==> src/rtl/mips_pkg.sv <==
// Shared MIPS datapath constants and writeback-source select encodings.
package mips_pkg;

    localparam int WORD_W     = 32;
    localparam int REG_ADDR_W = 5;

    typedef enum logic [1:0] {
        WB_ALU = 2'd0,
        WB_MEM = 2'd1,
        WB_PC4 = 2'd2
    } wb_sel_e;

endpackage

==> src/rtl/mux_pipe_stage_if.sv <==
// Handshake/data bundle for mux_pipe_stage; slave is the stage view, master the surrounding pipeline view.
interface mux_pipe_stage_if
    import mips_pkg::*;
#(
    parameter int WIDTH  = WORD_W,
    parameter int NUM_IN = 2
) ();

    localparam int SEL_W = $clog2(NUM_IN);

    logic [NUM_IN*WIDTH-1:0] in_data;
    logic [SEL_W-1:0]        sel;
    logic                    in_valid;
    logic                    in_ready;
    logic                    flush;
    logic [WIDTH-1:0]        out_data;
    logic                    out_valid;
    logic                    out_ready;
    logic                    sel_err;

    modport master (
        output in_data, sel, in_valid, flush, out_ready,
        input  in_ready, out_data, out_valid, sel_err
    );

    modport slave (
        input  in_data, sel, in_valid, flush, out_ready,
        output in_ready, out_data, out_valid, sel_err
    );

endinterface

==> src/rtl/mux_nto1.sv <==
// Combinational N-to-1 select; selects outside 0..NUM_IN-1 fall back to input 0 and raise sel_err.
module mux_nto1 #(
    parameter int  WIDTH  = 32,
    parameter int  NUM_IN = 2,
    localparam int SEL_W  = $clog2(NUM_IN)
) (
    input  logic [NUM_IN*WIDTH-1:0] in_data,
    input  logic [SEL_W-1:0]        sel,
    output logic [WIDTH-1:0]        out_data,
    output logic                    sel_err
);

    always_comb begin
        out_data = in_data[WIDTH-1:0];
        sel_err  = 1'b1;
        for (int i = 0; i < NUM_IN; i++) begin
            if (sel == SEL_W'(i)) begin
                out_data = in_data[i*WIDTH +: WIDTH];
                sel_err  = 1'b0;
            end
        end
    end

endmodule

==> src/rtl/mux_pipe_stage.sv <==
// Registered N-to-1 mux pipeline stage with valid/ready, flush and bad-select pulse.
// Define MUX_PIPE_SKID_EN to add a one-entry skid buffer and register in_ready.
module mux_pipe_stage
    import mips_pkg::*;
#(
    parameter int WIDTH  = WORD_W,
    parameter int NUM_IN = 2
) (
    input logic             clk,
    input logic             rst_n,
    mux_pipe_stage_if.slave bus
);

    logic [WIDTH-1:0] mux_data;
    logic             mux_err;
    logic             accept;

    mux_nto1 #(
        .WIDTH  (WIDTH),
        .NUM_IN (NUM_IN)
    ) u_mux (
        .in_data  (bus.in_data),
        .sel      (bus.sel),
        .out_data (mux_data),
        .sel_err  (mux_err)
    );

`ifdef MUX_PIPE_SKID_EN
    logic [WIDTH-1:0] skid_data;
    logic             skid_valid;
    logic             skid_err;

    assign bus.in_ready = !skid_valid;
    assign accept       = bus.in_valid && !skid_valid && !bus.flush;

    // skid entry refills the output before any newer word, keeping order
    always_ff @(posedge clk or negedge rst_n) begin
        if (!rst_n) begin
            bus.out_data  <= '0;
            bus.out_valid <= 1'b0;
            bus.sel_err   <= 1'b0;
            skid_data     <= '0;
            skid_valid    <= 1'b0;
            skid_err      <= 1'b0;
        end else if (bus.flush) begin
            bus.out_valid <= 1'b0;
            bus.sel_err   <= 1'b0;
            skid_valid    <= 1'b0;
        end else if (!bus.out_valid || bus.out_ready) begin
            if (skid_valid) begin
                bus.out_data  <= skid_data;
                bus.out_valid <= 1'b1;
                bus.sel_err   <= skid_err;
                skid_valid    <= 1'b0;
            end else if (accept) begin
                bus.out_data  <= mux_data;
                bus.out_valid <= 1'b1;
                bus.sel_err   <= mux_err;
            end else begin
                bus.out_valid <= 1'b0;
                bus.sel_err   <= 1'b0;
            end
        end else begin
            bus.sel_err <= 1'b0;
            if (accept) begin
                skid_data  <= mux_data;
                skid_err   <= mux_err;
                skid_valid <= 1'b1;
            end
        end
    end
`else
    logic drain;

    assign bus.in_ready = (!bus.out_valid || bus.out_ready) && !bus.flush;
    assign accept       = bus.in_valid && bus.in_ready;
    assign drain        = bus.out_valid && bus.out_ready;

    // data only loads on accept, so an undriven sel while idle never reaches state
    always_ff @(posedge clk or negedge rst_n) begin
        if (!rst_n) begin
            bus.out_data  <= '0;
            bus.out_valid <= 1'b0;
            bus.sel_err   <= 1'b0;
        end else if (bus.flush) begin
            bus.out_valid <= 1'b0;
            bus.sel_err   <= 1'b0;
        end else if (accept) begin
            bus.out_data  <= mux_data;
            bus.out_valid <= 1'b1;
            bus.sel_err   <= mux_err;
        end else begin
            bus.sel_err <= 1'b0;
            if (drain) bus.out_valid <= 1'b0;
        end
    end
`endif

endmodule

==> src/flat_wrapper.sv <==
// flat-port wrapper written by rule: the top's interface ports become plain ports
module mux_pipe_stage_flat import mips_pkg::*;
#(
    parameter int WIDTH  = WORD_W,
    parameter int NUM_IN = 2
)
  (clk, rst_n, bus_in_data, bus_sel, bus_in_valid, bus_flush, bus_out_ready, bus_in_ready, bus_out_data, bus_out_valid, bus_sel_err);
  mux_pipe_stage_if #(.WIDTH(WIDTH), .NUM_IN(NUM_IN)) bus_i ();
  input logic clk;
  input logic rst_n;
  input wire logic [$bits(bus_i.in_data)-1:0] bus_in_data;
  input wire logic [$bits(bus_i.sel)-1:0] bus_sel;
  input wire logic [$bits(bus_i.in_valid)-1:0] bus_in_valid;
  input wire logic [$bits(bus_i.flush)-1:0] bus_flush;
  input wire logic [$bits(bus_i.out_ready)-1:0] bus_out_ready;
  output wire logic [$bits(bus_i.in_ready)-1:0] bus_in_ready;
  output wire logic [$bits(bus_i.out_data)-1:0] bus_out_data;
  output wire logic [$bits(bus_i.out_valid)-1:0] bus_out_valid;
  output wire logic [$bits(bus_i.sel_err)-1:0] bus_sel_err;
  assign bus_i.in_data = bus_in_data;
  assign bus_i.sel = bus_sel;
  assign bus_i.in_valid = bus_in_valid;
  assign bus_i.flush = bus_flush;
  assign bus_i.out_ready = bus_out_ready;
  assign bus_in_ready = bus_i.in_ready;
  assign bus_out_data = bus_i.out_data;
  assign bus_out_valid = bus_i.out_valid;
  assign bus_sel_err = bus_i.sel_err;
  mux_pipe_stage #(.WIDTH(WIDTH), .NUM_IN(NUM_IN)) u_core (.clk(clk), .rst_n(rst_n), .bus(bus_i));
endmodule
==> config.mk <==
export PLATFORM = sky130hd
export DESIGN_NAME = mux_pipe_stage_flat
export DESIGN_NICKNAME = d
export VERILOG_FILES = /design/src/rtl/mips_pkg.sv /design/src/rtl/mux_pipe_stage_if.sv /design/src/rtl/mux_nto1.sv /design/src/rtl/mux_pipe_stage.sv /design/src/flat_wrapper.sv
export SDC_FILE = /design/constraint.sdc
export NUM_CORES = 1
export LEC_CHECK = 0
export ABC_AREA = 1
export CELL_PAD_IN_SITES_DETAIL_PLACEMENT = 1
export CELL_PAD_IN_SITES_GLOBAL_PLACEMENT = 2
export CORE_ASPECT_RATIO = 1.4
export CORE_MARGIN = 2
export CORE_UTILIZATION = 19
export DETAILED_ROUTE_END_ITERATION = 10
export PLACE_DENSITY = 0.87
export SETUP_SLACK_MARGIN = 0.3
export SLEW_MARGIN = 10
export SYNTH_ARGS = -nofsm -noshare
export SYNTH_HDL_FRONTEND = slang
export SYNTH_SLANG_ARGS = --single-unit
==> constraint.sdc <==
create_clock -name clk -period 1.27 [get_ports clk]
set_clock_uncertainty 0.2 [all_clocks]
set_input_delay 0.1905 -clock clk [delete_from_list [all_inputs] [get_ports clk]]
set_output_delay 0.1905 -clock clk [all_outputs]
set_load 0.03 [all_outputs]
; ---- After elaboration in Yosys (flattened, before gate mapping)
; Index checks and enable logic that the tools add are counted.
[totals]
elab_cells = 15
out_inout_bits = 35
regBits = 33
[op_classes]
bitwise_logic = 1
n_reduce_logical = 8
muxes = 4
[ops]
columns = operator, count
row1 = 32-bit two-way mux, 1
row2 = 1-bit logical AND, 3
row3 = 1-bit two-way mux, 3
row4 = 3-bit nonzero test, 1
row5 = 1-bit zero test, 2
row6 = 2-bit AND reduction, 1
row7 = 1-bit logical OR, 1
row8 = 1-bit NOT, 1

; ---- Longest topological paths before layout
; Gate-level depths: netlist of the first run.
[depth]
ltp_word = 6
depth_mapped = 7
mapped_depth_nobuf = 5

; ---- Hierarchy
; Synthesis of the first run repeated with hierarchy kept, for this count alone.
[unflattened]
hier_cells = 258
area_unflattened_um2 = 1926.8
[modules_own_cells]
columns = module, n_inst, seq_area_each_um2, cells_each, area_per_inst_um2
row1 = mux_pipe_stage, 1, 850.8, 152, 1423.9
row2 = mux_nto1, 1, 0.0, 106, 503.0

; ---- Worst setup path before layout of the first run
; No wires, ideal clock.
[synth_path]
path_kind = register to register
startpoint = register u_core.bus.out_valid
endpoint = register u_core.bus.out_data[11]
synth_period_minus_slack_ps = 1363
slack_ps = -93
stages_incl_launch_ff = 5
t_required_ps = 1005
t_arrival_ps = 1097
cell_sequence = dfrtp_1 > a21oi_4 > buf_6 > nand3_1 > nand2_1
[synth_via]
elab_chain_cells = 5
[synth_rtl]
columns = element, line_no
row1 = start: declaration, mux_pipe_stage_if.sv:28  ; output in_ready, out_data, out_valid, sel_err
row2 = start signal: assignment, mux_pipe_stage.sv:83  ; bus.out_valid <= 1'b0;
row3 = start signal: assignment, mux_pipe_stage.sv:86  ; bus.out_valid <= 1'b0;
row4 = start signal: assignment, mux_pipe_stage.sv:90  ; bus.out_valid <= 1'b1;
row5 = 1-bit zero test, mux_pipe_stage.sv:75  ; assign bus.in_ready = (!bus.out_valid || bus.out_ready) && !bus.flush;
row6 = 1-bit logical OR, mux_pipe_stage.sv:75
row7 = 1-bit logical AND, mux_pipe_stage.sv:75
row8 = named net bus_in_ready, flat_wrapper.sv:16  ; output wire logic [$bits(bus_i.in_ready)-1:0] bus_in_ready;
row9 = 1-bit logical AND, mux_pipe_stage.sv:76  ; assign accept = bus.in_valid && bus.in_ready;
row10 = 2-bit AND reduction (no line), -
row11 = end signal: assignment, mux_pipe_stage.sv:89  ; bus.out_data <= mux_data;
row12 = end: declaration, mux_pipe_stage_if.sv:28
; The timed path passes the listed nets, and every way through them passes these cells.
; A chain may end at the register's enable or synchronous reset.

; ---- Worst setup path in the final report of the first run
[layout_path]
startpoint = register u_core.bus.out_valid
endpoint = output bus_in_ready
[layout_via]
elab_chain_cells = 3
[layout_rtl]
columns = element, line_no
row1 = 1-bit zero test, mux_pipe_stage.sv:75
row2 = 1-bit logical OR, mux_pipe_stage.sv:75
row3 = 1-bit logical AND, mux_pipe_stage.sv:75
row4 = end: declaration, flat_wrapper.sv:16
; Every way passes these cells.

==> results.py, run 1 <==
metrics = {
    "status": {
        "status": "finished, violations left",
        "violations": "setup timing",
    },
    "die": {
        "die-area_mm2": 0.0105,
        "core_area_mm2": 0.00941,
        "num_io_pins": 105,
        "fp.dieH_um": 120,
        "start_util_pct": 19.5,
        "die_w_um": 87.0,
        "rows": 42,
    },
    "power_and_ir_drop": {
        "switching_share_pct": 31.9,
        "p_per_area_mw_per_mm2": 1180,
        "ir_drop_v": 0.000428,
        "p_switching_uw": 1280,
        "intPower_uw": 2730,
        "p_seq_share_pct": 33.4,
        "finalPower_uw": 4020,
        "p_clk_share_pct": 28.4,
        "p_comb_share_pct": 38.2,
        "p_leak_uw": 0.00178,
    },
    "critical_path": {
        "crit_arrival_ns": 0.99,
        "crit_slowest_cell": "dfrtp_2",
        "cp_slowest_stage_delay_ns": 0.42,
        "cp_cell_sequence": "a21oi_4, buf_6",
        "critPathLaunchType": "flip-flop",
        "worstSetupPathType": "flip-flop to primary output",
        "cp-startpoint": "u_core.bus.out_valid$_DFFE_PN0P_",
        "worst_r2r_path_depth": 6,
        "endpoint": "bus_in_ready",
        "cp.required_ns": 0.88,
        "path_buf_inv": 1,
        "r2r-start": "u_core.bus.out_valid$_DFFE_PN0P_",
        "rr_endpoint": "u_core.bus.out_data[15]$_DFFE_PN0P_",
        "cp_num_cells": 2,
        "cp-end-kind": "primary output",
        "cp_top_family": "flip-flops",
        "path_max_fanout": 2,
        "rrSetupSlack_ns": -0.08,
    },
    "synth": {
        "yosysUniqueCellTypes": 13,
        "synth_warnings": 0,
        "synth_area_per_cell_um2": 7.31,
        "synth_area_leader_cell": "dfrtp_1",
        "synth_area_leaders": "dfrtp_1 (45%), nand2_1 (33%), nand3_1 (8.7%)",
        "ys_seq_elements": 33,
        "netlist_area_mm2": 0.00183,
        "synth.net_count": 321,
        "synthCells": 251,
        "seq_area_frac_synth_pct": 45.0,
        "synth_top_area_share_pct": 45.0,
    },
    "grt": {
        "overflow": 0,
        "grt_usage_pct": 12.3,
        "grt_pass1_wl_um": 10000,
        "grt_max_degree": 33,
        "antenna_found_initial": 0,
        "grt_pass1_vias": 2067,
    },
    "cts": {
        "worstSkewPairLatency_ns": 0.27,
        "clockBufferDepth": 2,
        "cts_made_buffers": 5,
        "clk_pin_slew_ns": 0.05,
        "cts_tree": "done",
        "h-tree-depth": 2,
        "cts_root_buf": "clkbuf_16",
        "cts_num_sinks": 33,
    },
    "final_layout": {
        "diodes": 0,
        "layout_common_cells": "nand2_1 (159), clkdlybuf4s50_1 (65), buf_6 (33)",
        "fin_area_mm2": 0.00339,
        "drive_gt1_share_pct": 22.1,
        "layout_commonest_cell": "nand2_1",
        "fillCellCount": 1139,
        "finalNetCount": 449,
        "syn_to_final_growth_pct": 84.9,
    },
    "placement": {
        "placed_area_mm2": 0.00293,
        "portBuffers": 103,
        "dp_worst_setup_slack_ns": -0.326,
        "gp_congestion": 0.771,
        "hpwlAfterDp_um": 4750,
    },
    "sta": {
        "setup_violations": 34,
        "period_needed_ns": 1.38,
        "finalHoldViolCount": 0,
        "fmax_ghz": 0.725,
        "slew_viol_final": 0,
        "rsz0062_at_grt": "yes",
        "fin_ws_ns": -0.110,
        "min_period_over_period_pct": 109,
    },
    "route": {
        "drt_iter0_drc": 21,
        "vias_per_cell": 4.05,
        "wl_per_cell_um": 12.9,
        "routed_wl_um": 6310,
        "vias": 1984,
        "drtAntennaViolNets": 0,
        "drt_first_pass_iters": 4,
        "drc": 0,
    },
    "min_path": {
        "hold_path.class": "input pin to asynchronous set/reset pin",
    },
    "job": {
        "maxCapViolCount": 0,
    },
}
[repair_timing]
| item | CTS | global route |
|---|---|---|
| hold endpoints to repair | 33 | 0 |
| gates resized for setup | 36 | 4 |
| cloned | 1 | 0 |
| hold buffers | 1 | 0 |
| setup endpoints to repair | 67 | 74 |
| pin swaps | 1 | 1 |
| setup buffers | 9 | 14 |
[power by group through the flow]
| stage | clock network [uW] | registers, uW | logic, uW |
|---|---|---|---|
| after detailed placement | 0 | 1340 | 1300 |
| after global routing | 1240 | 1350 | 1650 |
| after floorplan | 0 | 1640 | 340 |
| final | 1140 | 1340 | 1540 |
| after global placement | 0 | 1330 | 1280 |
| after CTS | 1180 | 1340 | 1460 |
[how the worst min path moves through the flow]
| stage | end | cells past startpoint | slack (ns) | startpoint |
|---|---|---|---|---|
| 2_1_floorplan | u_core.bus.out_data[0]$_DFFE_PN0P_ | 0 | -0.31 | rst_n |
| 3_5_place_dp | u_core.bus.out_data[13]$_DFFE_PN0P_ | 1 | -0.13 | rst_n |
| 5_1_grt | u_core.bus.out_data[12]$_DFFE_PN0P_ | 2 | 0.13 | rst_n |
| 6_report | u_core.bus.out_data[16]$_DFFE_PN0P_ | 2 | 0.13 | rst_n |
| 3_3_place_gp | u_core.bus.out_data[13]$_DFFE_PN0P_ | 1 | -0.13 | rst_n |
| 4_1_cts | u_core.bus.out_data[13]$_DFFE_PN0P_ | 2 | 0.13 | rst_n |
[logic make-up after synthesis]
family / after synthesis / share of synthesized area (%)
and+or+nand+nor: 194 / 42.9
DFF: 33 / 45.0
buffers and inverters: 21 / 10.7
AOI/OAI and AO/OA: 2 / 1.16
other: 1 / 0.204
[registers in the layout, summed over array words and instances, names as in the netlist]
name                  count
u_core.bus.out_valid      1
u_core.bus.out_data      32
[cell usage after synthesis]
library cell and n:
a21oi_1 1, a21oi_4 1, buf_4 6, buf_6 12, conb_1 1, dfrtp_1 33, inv_1 1, inv_2 1
inv_6 1, nand2_1 160, nand2_2 1, nand3_1 32, nand3b_4 1
[metal layers]
metal / wire (um) / up-vias / GRT usage (%)
met4: 133 / 0 / 4.69
met3: 310 / 7 / 2.32
met2: 3440 / 49 / 22.8
met1: 2430 / 906 / 13.6
met5: 0 / - / 0
li1: - / 1022 / -
[metrics by stage]
stage,instances,TNS (ns),hold slack (ns),utilization (%)
floorplan,251,-0.0925,-0.305,-
global placement,457,-8.68,-0.127,31.1
detailed placement,457,-10.11,-0.131,31.1
CTS,476,-2.48,0.127,34.8
global route,490,-3.80,0.134,36.1
finish,490,-1.97,0.128,36.1
[layout make-up]
class / instances / area (um2) / share of cell area, %
clock buffer: 6 / 129 / 3.80
sequential: 33 / 827 / 24.4
inverter: 3 / 18.8 / 0.553
tap: 110 / 138 / 4.06
multi-input combinational: 197 / 820 / 24.2
clock inverter: 2 / 10.0 / 0.295
timing repair buffer: 139 / 1450 / 42.8
No activity file was read; power rests on OpenSTA's default activity.
==> inputs of run 2 (changes only) <==
--- a/config.mk
+++ b/config.mk
@@ -9,9 +9,9 @@
 export CELL_PAD_IN_SITES_DETAIL_PLACEMENT = 1
 export CELL_PAD_IN_SITES_GLOBAL_PLACEMENT = 2
 export CORE_ASPECT_RATIO = 1.4
-export CORE_MARGIN = 2
 export CORE_UTILIZATION = 19
 export DETAILED_ROUTE_END_ITERATION = 10
+export HOLD_SLACK_MARGIN = 0.05
 export PLACE_DENSITY = 0.87
 export SETUP_SLACK_MARGIN = 0.3
 export SLEW_MARGIN = 10
==> run 2 against run 1 <==
  * Die area decreased by 3.9%
  * Critical endpoint unchanged
  * Sequential cell count unchanged
  * Cell area up 1.4%
  * First-iteration DRC count rose by 29%
  * Clock power increased by 11%
  * Cell count up 0.20%
  * The flow still finishes with violations (setup timing)
  * Via count increased by 2.6%
  * Non-clock buffer count increased by 1
==> results.py, run 2 (same netlist as run 1, synthesis figures left out) <==
metrics = {
    "cts": {
        "cts-hold-fix-buffers": 1,
        "clk_pin_slew_ns": 0.05,
        "clockBufferDepth": 2,
        "cts_made_buffers": 5,
        "h-tree-depth": 2,
        "cts_root_buf": "clkbuf_16",
        "worstSkewPairLatency_ns": 0.27,
        "cts_tree": "done",
        "cts_num_sinks": 33,
    },
    "final_layout": {
        "drive_gt1_share_pct": 23.6,
        "regMostFlops": "u_core.bus.out_data",
        "fillCellCount": 1130,
        "diodes": 0,
        "layout_commonest_cell": "nand2_1",
        "largest_reg_flops": 32,
        "fin_area_mm2": 0.00344,
        "top_regs": "u_core.bus.out_data x32, u_core.bus.out_valid x1",
        "syn_to_final_growth_pct": 87.6,
        "layout_common_cells": "nand2_1 (155), clkdlybuf4s50_1 (65), nand3_1 (32), buf_6 (32), dfrtp_1 (32)",
        "multi_input_area_um2": 830,
        "regArea_um2": 827,
        "instances_no_fill": 491,
        "finalNetCount": 450,
    },
    "critical_path": {
        "crit_slowest_cell": "dfrtp_2",
        "path_buf_inv": 1,
        "worstSetupPathType": "flip-flop to primary output",
        "rr_endpoint": "u_core.bus.out_data[16]$_DFFE_PN0P_",
        "path_max_fanout": 3,
        "cp_cell_sequence": "a21oi_4, buf_6",
        "worst_r2r_path_depth": 6,
        "cp_slowest_stage_delay_ns": 0.43,
        "cp-end-kind": "primary output",
        "rrSetupSlack_ns": -0.09,
        "cp_top_family": "flip-flops",
        "cp.required_ns": 0.88,
        "r2r-start": "u_core.bus.out_valid$_DFFE_PN0P_",
        "crit_arrival_ns": 1.01,
        "critPathLaunchType": "flip-flop",
    },
    "grt": {
        "grt_most_used_layer": "met2",
        "grt_pass1_vias": 2173,
        "antenna_found_initial": 0,
        "use_met3_pct": 1.68,
        "met1_usage_pct": 13.2,
        "grt_pass1_wl_um": 10200,
        "grt_usage_pct": 12.9,
        "grt_max_degree": 34,
        "overflow": 0,
        "use_met2_pct": 24.9,
    },
    "placement": {
        "dp.cells": 457,
        "placed_area_mm2": 0.00294,
        "gp_congestion": 0.757,
        "portBuffers": 103,
        "hpwlAfterDp_um": 4590,
    },
    "status": {
        "status": "finished, violations left",
        "violations": "setup timing",
    },
    "sta": {
        "fin_ws_ns": -0.126,
        "finalSetupTns_ns": -2.43,
        "fmax_ghz": 0.716,
        "rsz0062_at_grt": "yes",
        "min_period_over_period_pct": 110,
        "setup_violations": 34,
        "slew_viol_final": 0,
        "hold-worst-slack_ns": 0.0178,
        "period_needed_ns": 1.40,
        "finalHoldViolCount": 0,
    },
    "min_path": {
        "hold_path.class": "input pin to flip-flop",
        "whs_path_depth": 2,
        "worstHoldStart": "bus_flush",
        "hold_end": "u_core.bus.out_valid$_DFFE_PN0P_",
    },
    "route": {
        "routed_wl_um": 6230,
        "drc": 0,
        "drt_iter0_drc": 27,
        "drtAntennaViolNets": 0,
        "wl_per_cell_um": 12.7,
        "vias": 2035,
        "drt_first_pass_iters": 4,
        "vias_per_cell": 4.14,
    },
    "die": {
        "fp.dieH_um": 118,
        "start_util_pct": 19.5,
        "die_w_um": 85.0,
        "num_io_pins": 105,
        "die-area_mm2": 0.0101,
        "core_area_mm2": 0.00941,
        "rows": 42,
    },
    "power_and_ir_drop": {
        "p_leak_uw": 0.00181,
        "finalPower_uw": 4160,
        "ir_drop_v": 0.000534,
        "p_per_area_mw_per_mm2": 1210,
    },
    "job": {
        "maxCapViolCount": 0,
    },
}
run 2: worst register-to-register path, stage by stage (launching register included):
cell and delay (ns):
dfrtp_2 0.43, buf_4 0.15, nand2_4 0.07, nand3b_4 0.10, buf_12 0.17, nand2_1 0.07
nand2_1 0.06
run 2: worst max-delay path by stage:
stage,startpoint,end,slack (ns),cells past startpoint
final,u_core.bus.out_valid$_DFFE_PN0P_,bus_in_ready,-0.13,2
after global routing,u_core.bus.out_valid$_DFFE_PN0P_,bus_in_ready,-0.15,2
after CTS,u_core.bus.out_valid$_DFFE_PN0P_,bus_in_ready,-0.15,2
after detailed placement,bus_sel,u_core.bus.out_data[2]$_DFFE_PN0P_,-0.35,7
after global placement,bus_out_ready,bus_in_ready,-0.30,4
after floorplan,u_core.bus.out_valid$_DFFE_PN0P_,u_core.bus.out_data[11]$_DFFE_PN0P_,-0.009,4
run 2: repair_timing:
action                     4_1_cts  5_1_grt
buffers inserted                14       11
setup endpoints to repair       67       67
hold endpoints to repair        33        1
gates resized for setup         35        7
pin swaps                        1        1
run 2: where the power goes:
part | internal (uW) | switching [uW]
Clock | 829 | 429
Combinational | 816 | 746
Sequential | 1210 | 125
run 2: per-layer routing:
metal / part of all wire [%] / vias up
met1: 38 / 940
met2: 56 / 56
met5: 0 / -
met3: 3.0 / 12
li1: - / 1027
met4: 3.1 / 0
run 2: final cells by class:
cell class / count / share of cell area [%]
clock buffers: 7 / 4.44
clock inverters: 1 / 0.145
inverters: 3 / 0.545
multi-input cells: 197 / 24.1
flip-flops and latches: 33 / 24.0
well taps: 110 / 4.00
repair buffers: 140 / 42.7
run 2: stage by stage:
stage	worst slack [ns]	utilization [%]
after floorplan	-0.00943	-
after CTS	-0.152	35.5
after global routing	-0.150	36.6
after detailed placement	-0.349	31.3
final	-0.126	36.6
after global placement	-0.303	31.3
==> inputs of run 3 (changes only) <==
--- a/config.mk
+++ b/config.mk
@@ -14,6 +14,8 @@
 export HOLD_SLACK_MARGIN = 0.05
 export PLACE_DENSITY = 0.87
 export SETUP_SLACK_MARGIN = 0.3
+export SKIP_CTS_REPAIR_TIMING = 1
+export SKIP_LAST_GASP = 1
 export SLEW_MARGIN = 10
 export SYNTH_ARGS = -nofsm -noshare
 export SYNTH_HDL_FRONTEND = slang
==> run 3 against run 2 <==
  * The flow still finishes with violations (setup timing)
  * Cell area decreased by 0.22%
  * Critical path depth unchanged
  * Via count increased by 0.20%
  * Total power decreased by 0.12%
  * Largest cell class unchanged
  * Core utilization decreased by 0.080 points
  * First-iteration DRC count increased by 56%
==> results.py, run 3 (same netlist as run 1, synthesis figures left out) <==
metrics = {
    "final_layout": {
        "top_regs": "u_core.bus.out_data x32, u_core.bus.out_valid x1",
        "layout_common_cells": "nand2_1 (160), clkdlybuf4s50_1 (66), nand3_1 (32), dfrtp_1 (32), buf_6 (31)",
        "largest_reg_flops": 32,
        "syn_to_final_growth_pct": 87.2,
        "regMostFlops": "u_core.bus.out_data",
        "drive_gt1_share_pct": 22.1,
        "layout_commonest_cell": "nand2_1",
        "finalNetCount": 449,
        "diodes": 0,
    },
    "power_and_ir_drop": {
        "p_per_area_mw_per_mm2": 1210,
        "finalPower_uw": 4150,
        "p_leak_uw": 0.00180,
        "ir_drop_v": 0.000535,
    },
    "grt": {
        "grt_pass1_wl_um": 9850,
        "grt_max_degree": 34,
        "antenna_found_initial": 0,
        "grt_pass1_vias": 2066,
        "grt_usage_pct": 12.6,
        "overflow": 0,
    },
    "die": {
        "rows": 42,
        "num_io_pins": 105,
        "core_area_mm2": 0.00941,
        "fp.dieH_um": 118,
        "die-area_mm2": 0.0101,
        "start_util_pct": 19.5,
        "die_w_um": 85.0,
    },
    "sta": {
        "period_needed_ns": 1.43,
        "min_period_over_period_pct": 112,
        "finalSetupTns_ns": -2.52,
        "setup_violations": 34,
        "fmax_ghz": 0.702,
        "rsz0062_at_grt": "yes",
        "hold-worst-slack_ns": 0.209,
        "finalHoldViolCount": 0,
        "slew_viol_final": 0,
        "fin_ws_ns": -0.155,
    },
    "placement": {
        "portBuffers": 103,
        "dp_worst_setup_slack_ns": -0.349,
        "gp_congestion": 0.757,
        "hpwlAfterDp_um": 4590,
    },
    "critical_path": {
        "critPathLaunchType": "flip-flop",
        "cp-end-kind": "primary output",
        "worst_r2r_path_depth": 6,
        "path_max_fanout": 3,
        "worstSetupPathType": "flip-flop to primary output",
        "crit_arrival_ns": 1.03,
        "cp.required_ns": 0.88,
    },
    "route": {
        "drtAntennaViolNets": 0,
        "drc": 0,
        "vias": 2039,
        "drt_iter0_drc": 42,
        "vias_per_cell": 4.16,
        "drt_first_pass_iters": 3,
        "routed_wl_um": 6620,
        "wl_per_cell_um": 13.5,
    },
    "job": {
        "maxCapViolCount": 0,
    },
    "cts": {
        "worstSkewPairLatency_ns": 0.27,
        "cts_root_buf": "clkbuf_16",
        "cts_made_buffers": 5,
        "clockBufferDepth": 2,
        "clk_pin_slew_ns": 0.05,
        "cts_num_sinks": 33,
        "cts_tree": "done",
        "h-tree-depth": 2,
    },
    "status": {
        "violations": "setup timing",
        "status": "finished, violations left",
    },
    "min_path": {
        "hold_path.class": "input pin to asynchronous set/reset pin",
    },
}
==> run 3: changes by cell type in the layout (fill, tap and decap cells not counted) <==
cell | previous run | this run
nand2_2 | 5 | 0
inv_8 | 1 | 0
dlygate4sd2_1 | 1 | 0
buf_6 | 32 | 31
clkinv_8 | 0 | 1
buf_4 | 28 | 25
inv_6 | 0 | 2
buf_8 | 0 | 1
clkdlybuf4s50_1 | 65 | 66
nand2_1 | 155 | 160
==> run 3: worst paths after layout <==
path,startpoint,endpoint,slack (ns)
max in group asynchronous,rst_n,u_core.bus.out_valid$_DFFE_PN0P_,0.47
min in group clk,bus_in_valid,u_core.bus.out_valid$_DFFE_PN0P_,0.24
min,rst_n,u_core.bus.out_data[26]$_DFFE_PN0P_,0.21
min reg2reg,u_core.bus.out_data[5]$_DFFE_PN0P_,u_core.bus.out_data[5]$_DFFE_PN0P_,0.29
max reg2reg,u_core.bus.out_valid$_DFFE_PN0P_,u_core.bus.out_data[16]$_DFFE_PN0P_,-0.10
max,u_core.bus.out_valid$_DFFE_PN0P_,bus_in_ready,-0.16
==> run 3: layout make-up <==
cell class | count | area, um2
inverters | 3 | 23.8
flip-flops and latches | 33 | 827
clock buffers | 7 | 153
well taps | 110 | 138
repair inverters | 2 | 17.5
multi-input cells | 197 | 817
repair buffers | 137 | 1450
clock inverters | 1 | 5.00
fillers | 1125 | 5970
==> run 3: metal layers <==
metal | global-route usage [%] | up-vias | routed length, um
met5 | 0 | - | 0
met4 | 5.83 | 0 | 160
met3 | 1.61 | 10 | 188
met2 | 24.3 | 56 | 3670
met1 | 13.0 | 947 | 2610
li1 | - | 1026 | -
==> run 3: where the power goes <==
part           internal [uW]  switching [uW]
combinational            806             749
sequential              1210             126
clock                    829             431
==> run 3: worst max-delay path, stage by stage, from the launching register on <==
cell,delay [ns]
dfrtp_2,0.43
a21oi_4,0.18
buf_6,0.15
==> run 3: per-stage QoR <==
step | instances | cell area, um2 | utilization [%]
5_1_grt | 490 | 3430 | 36.5
2_1_floorplan | 251 | 1840 | -
3_3_place_gp | 457 | 2940 | 31.3
3_5_place_dp | 457 | 2940 | 31.3
6_report | 490 | 3430 | 36.5
4_1_cts | 465 | 3100 | 32.9
==> RTL change 1 (flow settings as in run 2) <==
`WORD_W`: 32 -> 16.
--- a/src/rtl/mips_pkg.sv
+++ b/src/rtl/mips_pkg.sv
@@ -3,3 +3,3 @@
 
-    localparam int WORD_W     = 32;
+    localparam int WORD_W     = 16;
     localparam int REG_ADDR_W = 5;
Interface: changed (resized bus_in_data and bus_out_data); port bits go from 105 to 57. No check against the original RTL was run, so the function may have changed too.
==> RTL change 1 against run 2 <==
- the flow still finishes with violations (negative setup slack)
- area after synthesis fell by 48%
- power down 56%
- setup slack is essentially flat
- utilization fell by 0.79 points
- via count shrank 49%
- worst hold slack gained 0.047 ns
- sequential cell count shrank 16
- wire length down 51%
- design area shrank 50%
- critical endpoint unchanged
- largest power group unchanged
==> RTL change 1: results (changes against run 2) <==
.. list-table::
   :header-rows: 1

   * - Metric
     - Value
   * - Lkg Pwr
     - 0.9110 nW (-50%)
   * - Status
     - finished with violations
   * - Number of nets in the final layout
     - 238 (-47%)
   * - Violated checks
     - negative setup slack
   * - Count of buffers inserted at the top-level ports
     - 55 (-47%)
   * - Final-report setup violation count
     - 17 (-50%)
   * - Worst-case setup margin in the final layout
     - -0.1259 ns (-0.00007800 ns)
   * - Count of vias placed by the detailed router
     - 1,048 (-49%)
   * - Final GP Congestion
     - 0.6683 (-12%)
   * - Clk_lat worst skew
     - 0.24 ns (-0.03 ns)
   * - Number of design-rule violations left by the first detailed-router iteration
     - 14 (-48%)
   * - Length of the first detailed-routing pass in iterations
     - 3 (-1)
   * - Largest registers
     - u_core.bus.out_data x16, u_core.bus.out_valid x1
   * - CP peak stage delay
     - 0.42 ns
   * - Portion of the post-synthesis area used by sequential elements
     - 0.4450 (-0.005178)
   * - Buffer cell driving the clock tree root
     - sky130_fd_sc_hd__clkbuf_8
   * - TritonCTS buffer count
     - 3 (-2)
   * - Fraction of final layout cells sized beyond drive strength 1
     - 0.2312 (-0.005065)
   * - Global-route wire length before repair
     - 4.981 mm (-51%)
   * - Number of standard cells after synthesis
     - 129 (-49%)
   * - Most instantiated cells after synthesis
     - 80 x sky130_fd_sc_hd__nand2_1, 17 x sky130_fd_sc_hd__dfrtp_1, 16 x sky130_fd_sc_hd__nand3_1
   * - Placed Instances
     - 249 (-46%)
   * - Filler-free cell count of the finished design
     - 263 (-46%)
   * - Detailed placement HPWL
     - 2.338 mm (-49%)
   * - Slack of the worst reg-to-reg path
     - -0.05 ns (+0.04 ns)
   * - Standard cell with the maximum stage delay on the critical path
     - sky130_fd_sc_hd__dfrtp_2
   * - Clk buf depth
     - 2 (unchanged)
   * - Share of flip-flops with an asynchronous set or reset
     - 1.000 (unchanged)
   * - R2R Path End
     - u_core.bus.out_data[8]$_DFFE_PN0P_
   * - Global-route congestion overflow total
     - 0 (unchanged)
   * - Hold WS
     - 0.06476 ns (+0.04695 ns)
   * - Clk pin slew, worst setup/hold paths
     - 0.06 ns
   * - Min-delay worst type
     - input port to async pin
   * - Post-synth net total
     - 167 (-48%)
   * - Post-Route WL
     - 3.070 mm (-51%)
   * - Area of placed instances
     - 0.001528 sq mm (-48%)
   * - Length in cells of the worst reg-to-reg path
     - 5 (-1)
   * - Clock H-tree levels
     - 1 (-1)
   * - Overall Global Routing Usage
     - 0.1257 (-0.003303)
   * - Largest net degree at the start of global routing
     - 18 (-47%)
   * - Biggest fanout along the worst timing path
     - 2 (-1)
   * - Startpoint of the worst-slack reg-to-reg timing path
     - u_core.bus.out_valid$_DFFE_PN0P_
   * - Largest vdd supply drop
     - 0.3150 mV (-41%)
   * - Dominant cells by area after synthesis
     - sky130_fd_sc_hd__dfrtp_1 45%, sky130_fd_sc_hd__nand2_1 31%, sky130_fd_sc_hd__nand3_1 8.4%, sky130_fd_sc_hd__buf_6 7.1%, sky130_fd_sc_hd__nand3b_4 2.1%
   * - Vias in the first global route
     - 1,064 (-51%)
RTL change 1: area by class of cell:
cell class	count	area, sq um
Timing Repair Buffer	73	708.2
Multi-Input combinational cell	102	456.7
Inverter	3	16.27
Clock buffer	4	45.04
Tap cell	64	80.08
Fill cell	603	3109
Sequential cell	17	426.7
RTL change 1: per-stage QoR:
stage	setup TNS [ns]	setup slack [ns]
finish	-0.4519	-0.1259
detailed placement	-4.355	-0.2665
floorplan	-0.07280	-0.007456
CTS	-1.039	-0.1675
global route	-1.543	-0.1646
global placement	-4.305	-0.2786
RTL change 1: worst max path at each step:
| stage | startpoint | to | slack, ns | cells past startpoint |
|---|---|---|---|---|
| 6_report | u_core.bus.out_valid$_DFFE_PN0P_ | bus_in_ready | -0.13 | 2 |
| 5_1_grt | u_core.bus.out_valid$_DFFE_PN0P_ | bus_in_ready | -0.16 | 2 |
| 4_1_cts | u_core.bus.out_valid$_DFFE_PN0P_ | bus_in_ready | -0.17 | 2 |
| 3_5_place_dp | bus_out_ready | bus_in_ready | -0.27 | 4 |
| 3_3_place_gp | bus_out_ready | bus_in_ready | -0.28 | 4 |
| 2_1_floorplan | u_core.bus.out_valid$_DFFE_PN0P_ | u_core.bus.out_data[0]$_DFFE_PN0P_ | -0.007 | 4 |
RTL change 1: worst reg2reg max path: stages, from the launching register on:
cell                      delay, ns
sky130_fd_sc_hd__dfrtp_2       0.42
sky130_fd_sc_hd__a21oi_4       0.18
sky130_fd_sc_hd__buf_4         0.17
sky130_fd_sc_hd__buf_4         0.12
sky130_fd_sc_hd__nand3_1       0.08
sky130_fd_sc_hd__nand2_1       0.09
RTL change 1: cells by family after synthesis:
kind of cell / after synthesis / synth area share
and+or+nand+nor: 98 / 0.4254
other: 1 / 0.003923
buffers and inverters: 11 / 0.1034
DFF: 17 / 0.4450
AOI/OAI and AO/OA: 2 / 0.02225
RTL change 1: what timing repair did:
action                                  CTS  global route
pin swaps                                 2             1
buffers inserted                          8             1
cloned                                    1             0
hold endpoints to repair                  0             0
gates resized for setup                  24             0
endpoints found under the setup margin   35            35
RTL change 1: per-layer routing:
metal / up-vias / part of all wire / track usage
met3: 2 / 0.019 / 0.001508
met1: 487 / 0.39 / 0.1480
met5: - / 0 / 0
li1: 537 / - / -
met4: 0 / 0.012 / 0.05455
met2: 22 / 0.58 / 0.2273
RTL change 1: power by group:
part | switching, mW | total [mW] | leakage, nW | internal (mW)
clock network | 0.163 | 0.385 | 0.0228 | 0.222
registers | 0.0595 | 0.683 | 0.212 | 0.624
logic | 0.375 | 0.757 | 0.676 | 0.381
==> RTL change 2 (config.mk and constraints of run 2) <==
Without the edit above. Add a define of `MUX_PIPE_SKID_EN`.
--- a/src/rtl/mux_pipe_stage.sv
+++ b/src/rtl/mux_pipe_stage.sv
@@ -2,2 +2,4 @@
 // Define MUX_PIPE_SKID_EN to add a one-entry skid buffer and register in_ready.
+`define MUX_PIPE_SKID_EN
+
 module mux_pipe_stage
Check against the original RTL: not equivalent (a bounded check fails within 4 cycles, from zero or initial values and one cycle with rst_n low).
==> RTL change 2 against run 2 <==
- the flow finishes with violations (negative hold slack, negative setup slack)
- maximum frequency fell by 7.5%
- sequential cell count rose by 33
- wire length rose by 110%
- area after synthesis rose by 100%
- register-to-register slack got worse by 0.15 ns
- power rose by 88%
- setup slack got worse by 0.11 ns
- combinational power rose by 37%
- synthesized cell count rose by 120%
- design area rose by 77%
- worst hold slack got worse by 0.46 ns
- cell count rose by 96%
- utilization fell by 4.9 points
- global-route usage rose by 0.33 points
- critical path type is now flip-flop to flip-flop
- largest power group is now clock
- highest routed layer unchanged
==> RTL change 2: results (changes against run 2) <==
.. list-table::
   :header-rows: 1

   * - Metric
     - Value
   * - Final-report setup violation count
     - 73 (+110%)
   * - Detailed placement HPWL
     - 8.974 mm (+95%)
   * - Final number of hold-violating endpoints
     - 66 (+66)
   * - Status
     - finished with violations
   * - Hold WS
     - -0.4460 ns (-0.4638 ns)
   * - Vias in the first global route
     - 3,940 (+81%)
   * - Largest net degree at the start of global routing
     - 30 (-12%)
   * - Post-synth net total
     - 627 (+95%)
   * - Clock H-tree levels
     - 3 (+1)
   * - Violated checks
     - negative hold slack, negative setup slack
   * - Most instantiated cells after synthesis
     - 322 x sky130_fd_sc_hd__nand2_1, 67 x sky130_fd_sc_hd__inv_1, 66 x sky130_fd_sc_hd__dfrtp_1
   * - Largest registers
     - u_core.bus.out_data x32, u_core.skid_data x32
   * - Dominant cells by area after synthesis
     - sky130_fd_sc_hd__dfrtp_1 44%, sky130_fd_sc_hd__nand2_1 32%, sky130_fd_sc_hd__inv_1 6.7%, sky130_fd_sc_hd__and2_1 4.4%, sky130_fd_sc_hd__nand3_1 4.3%
   * - Worst-case setup margin in the final layout
     - -0.2393 ns (-0.1136 ns)
   * - Final GP Congestion
     - 0.7691 (+1.6%)
   * - Count of different cell masters after synthesis
     - 20 (+7)
   * - Number of design-rule violations left by the first detailed-router iteration
     - 86 (+220%)
   * - Placed Instances
     - 903 (+98%)
   * - Min-delay worst type
     - input port to async pin
   * - Clk_lat worst skew
     - 0.33 ns (+0.06 ns)
   * - Met2 track utilization from global routing
     - 0.2424 (-0.007117)
   * - Number of standard cells after synthesis
     - 557 (+120%)
   * - Post-placement setup slack
     - -0.4503 ns (-0.1009 ns)
   * - End point of the critical path
     - u_core.skid_data[21]$_DFFE_PN0P_
   * - Initial antenna violation count
     - 1 (+1)
[RTL change 2: final cells by class]
class | instances | area, sq um | share of cell area
clock buffer | 10 | 239.0 | 0.03924
multi-input combinational | 395 | 1714 | 0.2815
inverter | 69 | 264.0 | 0.04335
timing repair buffer | 165 | 1792 | 0.2942
clock inverter | 6 | 113.9 | 0.01870
tap | 248 | 310.3 | 0.05096
antenna | 1 | 2.502 | 0.0004109
sequential | 66 | 1654 | 0.2716
[RTL change 2: where the power goes]
group,internal [mW],switching [mW]
logic,1.08,1.05
registers,2.48,0.258
clock network,1.98,0.982
total,5.53,2.29
[RTL change 2: repair_timing]
| action | 4_1_cts | 5_1_grt |
|---|---|---|
| pin swaps | 0 | 10 |
| hold endpoints to repair | 66 | 66 |
| buffers inserted | 21 | 15 |
| endpoints found under the setup margin | 100 | 100 |
| cloned | 1 | 3 |
| gates resized for setup | 45 | 23 |
